===== src/rtl/stack_ctrl.sv =====
// stack_ctrl: parametrised LIFO stack with push, pop and replace-top,
// occupancy count, full/empty/almost-full status, one-cycle error pulses
// and sticky error flags with software clear. All outputs are registered.
module stack_ctrl #(
  parameter int WORD_LEN  = 8,
  parameter int WORD_SIZE = 4,
  parameter int AF_LEVEL  = 14
) (
  input  logic                  clk,
  input  logic                  reset,
  input  logic                  rd,
  input  logic                  wr,
  input  logic [WORD_LEN-1:0]   w_data,
  input  logic                  err_clr,
  output logic [WORD_LEN-1:0]   r_data,
  output logic [WORD_SIZE:0]    count,
  output logic                  empty,
  output logic                  full,
  output logic                  almost_full,
  output logic                  of,
  output logic                  uf,
  output logic                  of_sticky,
  output logic                  uf_sticky
);

  localparam int DEPTH = 2 ** WORD_SIZE;

  // Count is one bit wider than the pointer so DEPTH is representable.
  localparam logic [WORD_SIZE:0]   CNT_ZERO  = (WORD_SIZE+1)'(0);
  localparam logic [WORD_SIZE:0]   CNT_ONE   = (WORD_SIZE+1)'(1);
  localparam logic [WORD_SIZE:0]   CNT_TWO   = (WORD_SIZE+1)'(2);
  localparam logic [WORD_SIZE:0]   CNT_DEPTH = (WORD_SIZE+1)'(DEPTH);
  localparam logic [WORD_SIZE:0]   CNT_AF    = (WORD_SIZE+1)'(AF_LEVEL);
  localparam logic [WORD_SIZE-1:0] IDX_ONE   = (WORD_SIZE)'(1);
  localparam logic [WORD_SIZE-1:0] IDX_TWO   = (WORD_SIZE)'(2);
  localparam logic [WORD_LEN-1:0]  DATA_ZERO = {WORD_LEN{1'b0}};

  typedef enum logic [2:0] {
    OP_IDLE = 3'd0,
    OP_PUSH = 3'd1,
    OP_POP  = 3'd2,
    OP_REPL = 3'd3,
    OP_OF   = 3'd4,
    OP_UF   = 3'd5
  } op_e;

  // Storage: contents are don't-care after reset, so no reset on the array.
  logic [WORD_LEN-1:0] mem_q [DEPTH];

  logic [WORD_LEN-1:0]  r_data_q, r_data_d;
  logic [WORD_SIZE:0]   count_q, count_d;
  logic                 empty_q, empty_d;
  logic                 full_q, full_d;
  logic                 almost_full_q, almost_full_d;
  logic                 of_q, of_d;
  logic                 uf_q, uf_d;
  logic                 of_sticky_q, of_sticky_d;
  logic                 uf_sticky_q, uf_sticky_d;

  op_e                  op_s;
  logic                 mem_we_s;
  logic [WORD_SIZE-1:0] mem_addr_s;
  logic [WORD_SIZE-1:0] top_idx_s;
  logic [WORD_SIZE-1:0] below_idx_s;
  logic [WORD_LEN-1:0]  below_data_s;

  // Pointer arithmetic is modulo DEPTH: with count==DEPTH the low bits are 0
  // and top_idx wraps to DEPTH-1, which is exactly the top slot.
  assign top_idx_s    = count_q[WORD_SIZE-1:0] - IDX_ONE;
  assign below_idx_s  = count_q[WORD_SIZE-1:0] - IDX_TWO;
  assign below_data_s = mem_q[below_idx_s];

  // Decode the requested operation against the current registered status.
  always_comb begin
    op_s = OP_IDLE;
    case ({wr, rd})
      2'b10: begin
        if (full_q) begin
          op_s = OP_OF;
        end else begin
          op_s = OP_PUSH;
        end
      end
      2'b01: begin
        if (empty_q) begin
          op_s = OP_UF;
        end else begin
          op_s = OP_POP;
        end
      end
      2'b11: begin
        // Replace on an empty stack degenerates into a plain push.
        if (empty_q) begin
          op_s = OP_PUSH;
        end else begin
          op_s = OP_REPL;
        end
      end
      default: op_s = OP_IDLE;
    endcase
  end

  // Next-state computation for count, top-of-stack, pulses, sticky flags and status.
  always_comb begin
    count_d     = count_q;
    r_data_d    = r_data_q;
    of_d        = 1'b0;
    uf_d        = 1'b0;
    of_sticky_d = err_clr ? 1'b0 : of_sticky_q;
    uf_sticky_d = err_clr ? 1'b0 : uf_sticky_q;
    mem_we_s    = 1'b0;
    mem_addr_s  = count_q[WORD_SIZE-1:0];
    case (op_s)
      OP_PUSH: begin
        mem_we_s   = 1'b1;
        mem_addr_s = count_q[WORD_SIZE-1:0];
        count_d    = count_q + CNT_ONE;
        r_data_d   = w_data;
      end
      OP_POP: begin
        count_d = count_q - CNT_ONE;
        // The entry below the current top becomes visible; nothing left reads as 0.
        if (count_q >= CNT_TWO) begin
          r_data_d = below_data_s;
        end else begin
          r_data_d = DATA_ZERO;
        end
      end
      OP_REPL: begin
        mem_we_s   = 1'b1;
        mem_addr_s = top_idx_s;
        r_data_d   = w_data;
      end
      OP_OF: begin
        of_d        = 1'b1;
        of_sticky_d = 1'b1;
      end
      OP_UF: begin
        uf_d        = 1'b1;
        uf_sticky_d = 1'b1;
      end
      default: begin
        count_d = count_q;
      end
    endcase
    empty_d       = (count_d == CNT_ZERO);
    full_d        = (count_d == CNT_DEPTH);
    almost_full_d = (count_d >= CNT_AF);
  end

  // Control and output registers with synchronous reset that overrides any request.
  always_ff @(posedge clk) begin
    if (reset) begin
      count_q       <= CNT_ZERO;
      r_data_q      <= DATA_ZERO;
      empty_q       <= 1'b1;
      full_q        <= 1'b0;
      almost_full_q <= 1'b0;
      of_q          <= 1'b0;
      uf_q          <= 1'b0;
      of_sticky_q   <= 1'b0;
      uf_sticky_q   <= 1'b0;
    end else begin
      count_q       <= count_d;
      r_data_q      <= r_data_d;
      empty_q       <= empty_d;
      full_q        <= full_d;
      almost_full_q <= almost_full_d;
      of_q          <= of_d;
      uf_q          <= uf_d;
      of_sticky_q   <= of_sticky_d;
      uf_sticky_q   <= uf_sticky_d;
    end
  end

  // Storage write port; a reset cycle performs no write.
  always_ff @(posedge clk) begin
    if (mem_we_s && !reset) begin
      mem_q[mem_addr_s] <= w_data;
    end
  end

  assign r_data      = r_data_q;
  assign count       = count_q;
  assign empty       = empty_q;
  assign full        = full_q;
  assign almost_full = almost_full_q;
  assign of          = of_q;
  assign uf          = uf_q;
  assign of_sticky   = of_sticky_q;
  assign uf_sticky   = uf_sticky_q;

endmodule


===== config.mk =====
export PLATFORM = sky130hd
export DESIGN_NAME = stack_ctrl
export DESIGN_NICKNAME = d
export VERILOG_FILES = /design/src/rtl/stack_ctrl.sv
export SDC_FILE = /design/constraint.sdc
export NUM_CORES = 1
export LEC_CHECK = 0
export ABC_AREA = 1
export BUFFER_PORTS_ARGS = -buffer_cell sky130_fd_sc_hd__buf_4
export CORE_MARGIN = 3
export CORE_UTILIZATION = 65
export CTS_BUF_LIST = sky130_fd_sc_hd__clkbuf_8 sky130_fd_sc_hd__clkbuf_16
export DETAILED_ROUTE_END_ITERATION = 6
export PLACE_DENSITY_LB_ADDON = 0.08
export SYNTH_ARGS = -nofsm -noshare
export SYNTH_HDL_FRONTEND = slang
export SYNTH_SLANG_ARGS = --single-unit

===== constraint.sdc =====
create_clock -name clk -period 4.4 [get_ports clk]
set_input_delay 0.22 -clock clk [delete_from_list [all_inputs] [get_ports clk]]
set_output_delay 0.22 -clock clk [all_outputs]
set_load 0.01 [all_outputs]

==> results of run 1 <==
[state kept, by name, indices dropped and copies added, names as in the netlist]
register     flops
of_sticky        1
of               1
r_data           8
count            5
empty            1
uf_sticky        1
uf               1
mem_q          128
full             1
almost_full      1
[power groups by stage]
stage               Sequential, mW  Combinational, mW  Clock, mW
floorplan                     1.62              0.380          0
global placement              1.61              0.561          0
detailed placement            1.61              0.571          0
CTS                           1.58              0.582       1.51
global route                  1.59              0.650       1.58
finish                        1.58              0.592       1.50
[cells in the mapped netlist]
cell      number
nand3_2        1
inv_2          6
nand2_2        8
o221ai_1       5
a21oi_1       10
buf_1          1
buf_6          1
dfxtp_1       20
o21ai_0       73
xnor2_1        1
xor2_2         1
o211ai_1      27
o21ai_1        2
ha_1           5
nor2_4         2
buf_2         10
nand4_1        2
buf_4          1
xor2_1         5
nand2_1       59
a21oi_2        2
clkbuf_1      15
nor2_1       117
nand3_1       41
or2_1          1
edfxtp_1     128
o21bai_1       1
inv_1         27
[area by class of cell]
cell class / instances / area, sq um / area share
clock buffers: 17 / 414 / 0.0571
multi-input cells: 363 / 1800 / 0.248
well taps: 129 / 161 / 0.0223
clock inverters: 15 / 205 / 0.0283
inverters: 33 / 124 / 0.0171
repair buffers: 39 / 300 / 0.0414
flip-flops and latches: 148 / 4250 / 0.586
[per-layer routing]
layer,part of all wire,track usage
met5,0,0
met1,0.40,0.371
met3,0.077,0.0658
met4,0.022,0.113
met2,0.50,0.461
[metrics by stage]
step                hold WS (ns)   util  power [mW]  instances  setup slack, ns
CTS                       0.0181  0.777        3.67        744             1.86
global route              0.0483  0.777        3.81        744             1.63
finish                    0.0220  0.777        3.68        744             1.81
floorplan                  0.319      -        2.00        572             2.16
detailed placement         0.464  0.707        2.18        709             1.88
global placement           0.454  0.707        2.17        709             1.97
[logic make-up (layout without fill, tap and decap cells)]
logic type                 count (synthesis)  in the layout  share of synthesized area
adders and majority gates                  5              5                    0.00994
buffers and inverters                     61            104                     0.0402
and+or+nand+nor                          231            231                      0.154
DFF                                      148            148                      0.674
xor gates and xnor gates                   7              7                     0.0109
AOI/OAI and AO/OA                        120            120                      0.111
[how the worst min path moves through the flow]
stage / slack, ns / from / end
2_1_floorplan: 0.32 / w_data[0] / mem_q[0][0]
3_3_place_gp: 0.45 / of_sticky / of_sticky
3_5_place_dp: 0.46 / of_sticky / of_sticky
4_1_cts: 0.02 / rd / uf
5_1_grt: 0.05 / rd / uf
6_report: 0.02 / rd / of
[tightest hold or removal path: cells and delay by family]
family	cells	cell delay [ns]
buf+inv	2	0.17
simple gates	2	0.12
[placed cells by master, fill, tap and decap left out]
cell and instances:
a21oi_1 10, a21oi_2 2, buf_4 36, bufinv_16 4, clkbuf_16 16, clkbuf_8 1, clkinv_1 2, clkinv_4 2
clkinvlp_4 3, dfxtp_1 18, dfxtp_2 2, dlygate4sd3_1 3, edfxtp_1 128, ha_1 5, inv_1 27, inv_2 6
inv_6 3, inv_8 1, nand2_1 59, nand2_2 8, nand3_1 41, nand3_2 1, nand4_1 2, nor2_1 117
nor2_4 2, o211ai_1 27, o21ai_0 73, o21ai_1 2, o21bai_1 1, o221ai_1 5, or2_1 1, xnor2_1 1
xor2_1 5, xor2_2 1
==> flow_summary_export.csv, run 1 <==
group,metric,value,unit
synthesis,synth_cell_types,28,
placed_design,routabilityCongestion,0.924,
sta,min_period_over_period,0.588,
grt,grt-ovfl-total,0,
power,switching_share,0.274,
synthesis,synth_top_area_frac,0.611,
worst_setup_path,worst_path_max_delay_cell,"inv_1",
worst_setup_path,reg2reg_slack,1.81,ns
die,rows,35,
grt,grt_start_max_net_pins,70,
hold_path,hold_path.class,"input pin to flip-flop",
sta,rsz0062_at_grt,"no",
worst_setup_path,worstSetupPathType,"flip-flop to flip-flop",
synthesis,synth_area_per_cell,11.0,sq um
synthesis,yosysWarningCount,0,
clock_tree,cts_setup_buffers,0,
worst_setup_path,crit_start,"count[2]",
power,irDropWorstVdd,0.326,mV
sta,hold_violations,0,
die,start_util,0.675,
clock_tree,post_cts_resized,0,
worst_setup_path,critPathBufInv,2,
clock_tree,cts_buffers,17,
placed_design,dp_hpwl,8850,um
synthesis,synth-seq-cells,148,
sta,fmax,0.386,GHz
sta,finalSetupTns,0,ns
route,wl_per_cell,19.6,um
power,clockPowerShare,0.409,
clock_tree,cts.sinks,148,
route,drc_errors,0,
clock_tree,path_clk_slew,0.07,ns
synthesis,synth_area,6290,sq um
power,internal_power,2.67,mW
synthesis,syn_inst,572,
route,wirelength,14600,um
worst_setup_path,crit_end,"r_data[6]",
grt,grt_pass1_vias,4447,
sta,clock_skew,0.00862,ns
route,firstDrtPassIters,6,
power,leakage,2.64,nW
final_layout,syn2layout_area_growth,15.2,%
clock_tree,clockBufferDepth,2,
clock_tree,clock-root-buffer,"clkbuf_8",
sta,slew_violations,0,
route,final_antenna_net_count,0,
die,core_area,9330,sq um
sta,relSlewSlack,0.471,
final_layout,nFillCells,591,
sta,setup-violations-final,0,
die,die_h,104,um
worst_setup_path,cpPeakStageDelay,0.63,ns
worst_setup_path,cp.arrival,3.01,ns
synthesis,synth_area_leader_cell,"edfxtp_1",
synthesis,synth_area_leaders,"edfxtp_1 61%, nor2_1 7.0%, dfxtp_1 6.4%",
worst_setup_path,crit_chain,"inv_1 > ha_1 > inv_1 > o211ai_1 > nand3_1 > nand2_1 > nand2_1 > a21oi_1",
sta,finalCriticalPeriod,2.59,ns
die,pin_count,33,
final_layout,postLayoutCellArea,7250,sq um
worst_setup_path,r2r_cells,8,
worst_setup_path,r2r_end,"r_data[6]",
hold_path,min_path_cells,4,
worst_setup_path,cp_top_family,"buffers and inverters",
synthesis,synth_fp_nets,590,
clock_tree,cts_hold_buf,3,
power,p_per_area,508,nW/um^2
clock_tree,cts_tree,"done",
die,die_x,104,um
power,netSwitchingPower,1.01,mW
clock_tree,clock_latency,0.53,ns
grt,antenna_found_initial,0,
worst_setup_path,critPathCaptureType,"flip-flop",
grt,grtUsageTotal,0.283,
placed_design,port_buffers,32,
final_layout,layout.nets,620,
power,pwr-share-seq,0.430,
run,maxCapViolCount,0,
worst_setup_path,cp-start-kind,"flip-flop",
synthesis,ys_seq_area_frac,0.674,
clock_tree,htree_levels,4,
placed_design,dpl_cell_area,6600,sq um
route,initialDrtViolationCount,367,
worst_setup_path,r2r_start,"count[2]",
sta,worst_pin_slew,0.790,ns
worst_setup_path,worstPathMaxFanout,23,
final_layout,layout-drive-gt1-share,0.143,
grt,grt_pass1_wl,23300,um
power,combPwrFrac,0.161,
final_layout,diodes,0,
worst_setup_path,cp.depth,8,
route,avgViaCountPerCell,6.02,
worst_setup_path,required,4.82,ns
outcome,status,"finished, final reports clean",
route,via_count,4478,
die,die-area,10900,sq um
Power figures use the tool's default switching activity.
==> inputs of run 2 (changes only) <==
--- a/config.mk
+++ b/config.mk
@@ -8,7 +8,7 @@
 export ABC_AREA = 1
 export BUFFER_PORTS_ARGS = -buffer_cell sky130_fd_sc_hd__buf_4
 export CORE_MARGIN = 3
-export CORE_UTILIZATION = 65
+export CORE_UTILIZATION = 55
 export CTS_BUF_LIST = sky130_fd_sc_hd__clkbuf_8 sky130_fd_sc_hd__clkbuf_16
 export DETAILED_ROUTE_END_ITERATION = 6
 export PLACE_DENSITY_LB_ADDON = 0.08
==> constraint.sdc (replaced) <==
create_clock -name clk -period 2.3 [get_ports clk]
set_input_delay 0.115 -clock clk [delete_from_list [all_inputs] [get_ports clk]]
set_output_delay 0.115 -clock clk [all_outputs]
set_load 0.01 [all_outputs]
==> run 2 against run 1 <==
  * Die area rose by 17%
  * Register-to-register slack got worse by 1.7 ns
  * Wire length rose by 0.81%
  * Worst setup slack got worse by 1.7 ns
  * Utilization fell by 11 points
  * Clock power rose by 75%
  * Flip-flop and latch count did not move
  * Maximum frequency rose by 21%
  * Via count fell by 1.1%
  * Sequential share of layout area fell by 1.0 points
  * Hold slack improved by 0.014 ns
==> flow_summary_export.csv, run 2 (synthesized netlist as in run 1, its figures left out) <==
group,metric,value,unit
clock_tree,htree_levels,4,
grt,grtUsageTotal,0.240,
sta,relSlewSlack,0.549,
worst_setup_path,cpPeakStageDelay,0.47,ns
clock_tree,clockBufferDepth,2,
route,wl_per_cell,18.9,um
final_layout,layout.nets,642,
die,core_area,11000,sq um
sta,setup-violations-final,0,
clock_tree,clock-root-buffer,"clkbuf_16",
worst_setup_path,required,2.60,ns
route,drc_errors,0,
placed_design,port_buffers,32,
grt,grt-ovfl-total,0,
worst_setup_path,worst_path_max_delay_cell,"dfxtp_1",
worst_setup_path,cp_top_family,"buffers and inverters",
final_layout,regMostFlops,"mem_q",
sta,slew_violations,0,
sta,min_period_over_period,0.934,
final_layout,final_common_cell,"edfxtp_1",
sta,finalCriticalPeriod,2.15,ns
worst_setup_path,worstPathMaxFanout,13,
worst_setup_path,worstSetupPathType,"flip-flop to flip-flop",
worst_setup_path,critPathBufInv,3,
placed_design,routabilityCongestion,0.921,
outcome,status,"finished, final reports clean",
run,maxCapViolCount,0,
die,pin_count,33,
power,p_per_area,925,nW/um^2
final_layout,mostFrequentLayoutCells,"128 x edfxtp_1, 117 x nor2_1, 73 x o21ai_0",
worst_setup_path,cp.arrival,2.45,ns
route,wirelength,14700,um
clock_tree,post_cts_resized,0,
sta,finalSetupTns,0,ns
die,die_h,113,um
power,irDropWorstVdd,0.835,mV
die,die_x,113,um
grt,grt_pass1_vias,4128,
final_layout,diodes,0,
worst_setup_path,cp-start-kind,"flip-flop",
route,avgViaCountPerCell,5.70,
worst_setup_path,crit_chain,"inv_1 > ha_1 > inv_1 > buf_4 > o211ai_1 > o211ai_1 > nand2_1 > nand2_1 > a21oi_1",
placed_design,dp_hpwl,9420,um
worst_setup_path,critPathCaptureType,"flip-flop",
clock_tree,clock_latency,0.42,ns
route,final_antenna_net_count,0,
grt,grt_pass1_wl,22900,um
final_layout,final_cell_count_no_fill,777,
route,initialDrtViolationCount,501,
die,die-area,12800,sq um
grt,grt_start_max_net_pins,70,
route,via_count,4429,
route,firstDrtPassIters,5,
placed_design,dp_cells,742,
clock_tree,cts_buffers,17,
sta,clock_skew,0.00605,ns
final_layout,nFillCells,849,
final_layout,syn2layout_area_growth,17.2,%
die,start_util,0.570,
clock_tree,cts.sinks,148,
final_layout,largest_reg_flops,128,
grt,antenna_found_initial,0,
sta,worst_pin_slew,0.677,ns
clock_tree,cts_tree,"done",
die,rows,38,
sta,rsz0062_at_grt,"no",
sta,hold_violations,0,
hold_path,hold_path.class,"input pin to flip-flop",
final_layout,register_area,4250,sq um
final_layout,layout-drive-gt1-share,0.173,
power,leakage,2.73,nW
final_layout,multiInputGateArea,1800,sq um
power,total_power,6.82,mW
sta,fmax,0.466,GHz
clock_tree,path_clk_slew,0.06,ns
-- run 2: cell types whose count changed in the layout (fill, tap and decap cells not counted) --
cell | previous run | this run
clkbuf_8 | 1 | 0
inv_6 | 3 | 1
buf_4 | 36 | 58
clkinv_2 | 0 | 5
inv_8 | 1 | 0
bufinv_16 | 4 | 2
clkbuf_16 | 16 | 17
-- run 2: layout make-up --
cell class / count / area share
Sequential cell: 148 / 0.576
Multi-Input combinational cell: 363 / 0.244
Timing Repair Buffer: 61 / 0.0631
Clock buffer: 17 / 0.0577
Tap cell: 140 / 0.0238
Clock inverter: 15 / 0.0192
Inverter: 33 / 0.0168
-- run 2: routing by layer --
layer  up-vias  share of wire  track usage
li1       2118              -            -
met1      2113           0.42        0.326
met2       179           0.49        0.381
met3        19          0.072       0.0610
met4         0          0.018       0.0849
met5         -              0            0
-- run 2: path summary, 6_finish.rpt --
kind,slack (ns),to,cells past startpoint,start
setup reg to reg,0.15,r_data[1],9,count[2]
setup / recovery,0.15,r_data[1],9,count[2]
hold / removal,0.04,uf,3,rd
hold reg to reg,0.48,of_sticky,2,of_sticky
-- run 2: what timing repair did --
item | 4_1_cts | 5_1_grt
hold buffers | 3 | 0
hold endpoints to repair | 7 | 0
setup buffers | 0 | 0
-- run 2: power by group --
part	switching, mW	internal [mW]
Combinational	0.797	0.374
Sequential	0.0355	2.99
Clock	1.04	1.58
Total	1.87	4.95
-- run 2: worst min-delay path: cells and delay by family --
kind                   cells  cell delay [ns]
and+or+nand+nor            2             0.15
buffers and inverters      1             0.14
-- run 2: metrics by stage --
stage | util | area (sq um) | setup WS, ns | hold WS (ns)
2_1_floorplan | - | 6290 | 0.0602 | 0.214
3_3_place_gp | 0.614 | 6780 | 0.253 | 0.384
3_5_place_dp | 0.614 | 6780 | 0.211 | 0.391
4_1_cts | 0.668 | 7370 | 0.196 | 0.0215
5_1_grt | 0.668 | 7370 | 0.00644 | 0.0421
6_report | 0.668 | 7370 | 0.152 | 0.0361
==> inputs of run 3 (changes only) <==
--- a/config.mk
+++ b/config.mk
@@ -7,8 +7,9 @@
 export LEC_CHECK = 0
 export ABC_AREA = 1
 export BUFFER_PORTS_ARGS = -buffer_cell sky130_fd_sc_hd__buf_4
+export CAP_MARGIN = 5
 export CORE_MARGIN = 3
-export CORE_UTILIZATION = 55
+export CORE_UTILIZATION = 65
 export CTS_BUF_LIST = sky130_fd_sc_hd__clkbuf_8 sky130_fd_sc_hd__clkbuf_16
 export DETAILED_ROUTE_END_ITERATION = 6
 export PLACE_DENSITY_LB_ADDON = 0.08
==> constraint.sdc (replaced) <==
create_clock -name clk -period 2.7 [get_ports clk]
set_input_delay 0.135 -clock clk [delete_from_list [all_inputs] [get_ports clk]]
set_output_delay 0.135 -clock clk [all_outputs]
set_load 0.01 [all_outputs]
==> run 3 against run 2 <==
  * Combinational power is 15% lower
  * Register-to-register slack better by 0.18 ns
  * Global-route usage up 4.5 points
  * Worst setup slack improved by 0.18 ns
  * Power shrank 15%
  * Critical endpoint is now mem_q[7][2]
  * Largest cell class unchanged
  * Highest routed layer unchanged
==> flow_summary_export.csv, run 3 (synthesized netlist as in run 1, its figures left out) <==
group,metric,value,unit
grt,grt-ovfl-total,0,
die,die_h,104,um
die,pin_count,33,
route,wirelength,15000,um
power,combPwrFrac,0.173,
die,start_util,0.675,
die,core_area,9330,sq um
clock_tree,cts_setup_buffers,0,
sta,finalSetupTns,0,ns
clock_tree,clockBufferDepth,2,
route,final_antenna_net_count,0,
power,switching_share,0.291,
die,die-area,10900,sq um
final_layout,nFillCells,599,
worst_setup_path,cp.arrival,2.52,ns
final_layout,mostFrequentLayoutCells,"128 x edfxtp_1, 117 x nor2_1, 73 x o21ai_0",
route,wl_per_cell,19.6,um
outcome,status,"finished, final reports clean",
clock_tree,clock_latency,0.53,ns
route,top_layer,"met4",
power,p_per_area,785,nW/um^2
grt,grt_start_max_net_pins,67,
final_layout,layout.nets,642,
final_layout,fin_util,0.790,
clock_tree,path_clk_slew,0.07,ns
final_layout,syn2layout_area_growth,17.2,%
worst_setup_path,cp-start-kind,"flip-flop",
final_layout,regMostFlops,"mem_q",
sta,worst_pin_slew,0.787,ns
sta,fin_ws,0.332,ns
power,leakage,2.71,nW
sta,fmax,0.422,GHz
route,avgViaCountPerCell,6.00,
worst_setup_path,worstPathMaxFanout,11,
grt,grt_pass1_vias,4432,
power,clockPowerShare,0.382,
die,rows,35,
clock_tree,htree_levels,4,
worst_setup_path,worstSetupPathType,"flip-flop to flip-flop",
placed_design,dp_slack,0.364,ns
die,die_x,104,um
sta,rsz0062_at_grt,"no",
clock_tree,cts.sinks,148,
route,drt-met1-wl,5960,um
final_layout,largest_reg_flops,128,
final_layout,final_common_cell,"edfxtp_1",
route,firstDrtPassIters,6,
worst_setup_path,required,2.85,ns
route,initialDrtViolationCount,483,
sta,slew_violations,0,
sta,min_period_over_period,0.877,
power,internal_power,4.11,mW
clock_tree,cts_buffers,17,
power,netSwitchingPower,1.69,mW
sta,relSlewSlack,0.475,
final_layout,diodes,0,
hold_path,hold_path.class,"input pin to flip-flop",
route,drc_errors,0,
sta,hold_violations,0,
grt,antenna_found_initial,0,
placed_design,dp_hpwl,9050,um
run,maxCapViolCount,0,
grt,grt_pass1_wl,23500,um
sta,whs,0.00342,ns
route,wl_met2,7390,um
clock_tree,cts_tree,"done",
sta,finalCriticalPeriod,2.37,ns
grt,grtUsageTotal,0.285,
power,irDropWorstVdd,0.584,mV
final_layout,layout-drive-gt1-share,0.162,
placed_design,port_buffers,32,
placed_design,routabilityCongestion,0.854,
sta,clock_skew,0.00928,ns
route,wl_met3,1320,um
clock_tree,clock-root-buffer,"clkbuf_8",
sta,setup-violations-final,0,
power,pwr-share-seq,0.445,
worst_setup_path,critPathCaptureType,"flip-flop",
route,via_count,4598,
clock_tree,post_cts_resized,0,
-- run 3: cell count changes in the layout (fill, tap and decap cells not counted), moves of 2 or more --
cell,before,now
inv_6,1,3
inv_8,0,3
buf_4,58,49
dlygate4sd3_1,3,12
clkinv_2,5,3
-- run 3: what timing repair did --
| action | in CTS | in global routing |
|---|---|---|
| hold endpoints to repair | 50 | 17 |
| hold buffers | 10 | 2 |
| setup endpoints to repair | 0 | 0 |
-- run 3: path summary, 6_finish.rpt --
path / from / endpoint / slack [ns] / cells past startpoint
hold reg to reg: full / of / 0.52 / 2
setup reg to reg: empty / mem_q[7][2] / 0.33 / 8
hold / removal: w_data[0] / mem_q[2][0] / 0.003 / 1
setup / recovery: empty / mem_q[7][2] / 0.33 / 8
-- run 3: layout make-up --
type,count,area [sq um],share of cell area
repair buffers,61,488,0.0662
well taps,129,161,0.0219
clock inverters,15,144,0.0195
multi-input cells,363,1800,0.244
clock buffers,17,414,0.0562
flip-flops and latches,148,4250,0.576
inverters,33,124,0.0168
-- run 3: power by group through the flow --
stage / Sequential [mW] / Combinational [mW] / Clock, mW
after detailed placement: 2.63 / 0.959 / 0
after global routing: 2.58 / 1.09 / 2.33
after global placement: 2.62 / 0.938 / 0
after floorplan: 2.64 / 0.619 / 0
final: 2.58 / 1.00 / 2.21
after CTS: 2.58 / 0.977 / 2.22
-- run 3: stage by stage --
| step | cell area (sq um) | power [mW] | std cells |
|---|---|---|---|
| after global placement | 6700 | 3.56 | 722 |
| after global routing | 7370 | 6.00 | 766 |
| final | 7370 | 5.79 | 766 |
| after CTS | 7350 | 5.77 | 764 |
| after floorplan | 6290 | 3.25 | 572 |
| after detailed placement | 6700 | 3.58 | 722 |
-- run 3: layer usage --
metal | vias to the layer above | GRT usage
met5 | - | 0
met2 | 273 | 0.456
met1 | 2174 | 0.397
met4 | 0 | 0.109
li1 | 2115 | -
met3 | 36 | 0.0484
-- run 3: critical path: stages, from the launching register on --
cell,delay (ns)
dfxtp_1,0.34
inv_2,0.09
nand2_2,0.18
nor2_4,0.21
nand2_1,0.08
a21oi_2,0.17
xor2_2,0.26
nand2_2,0.10
nor2_1,0.57
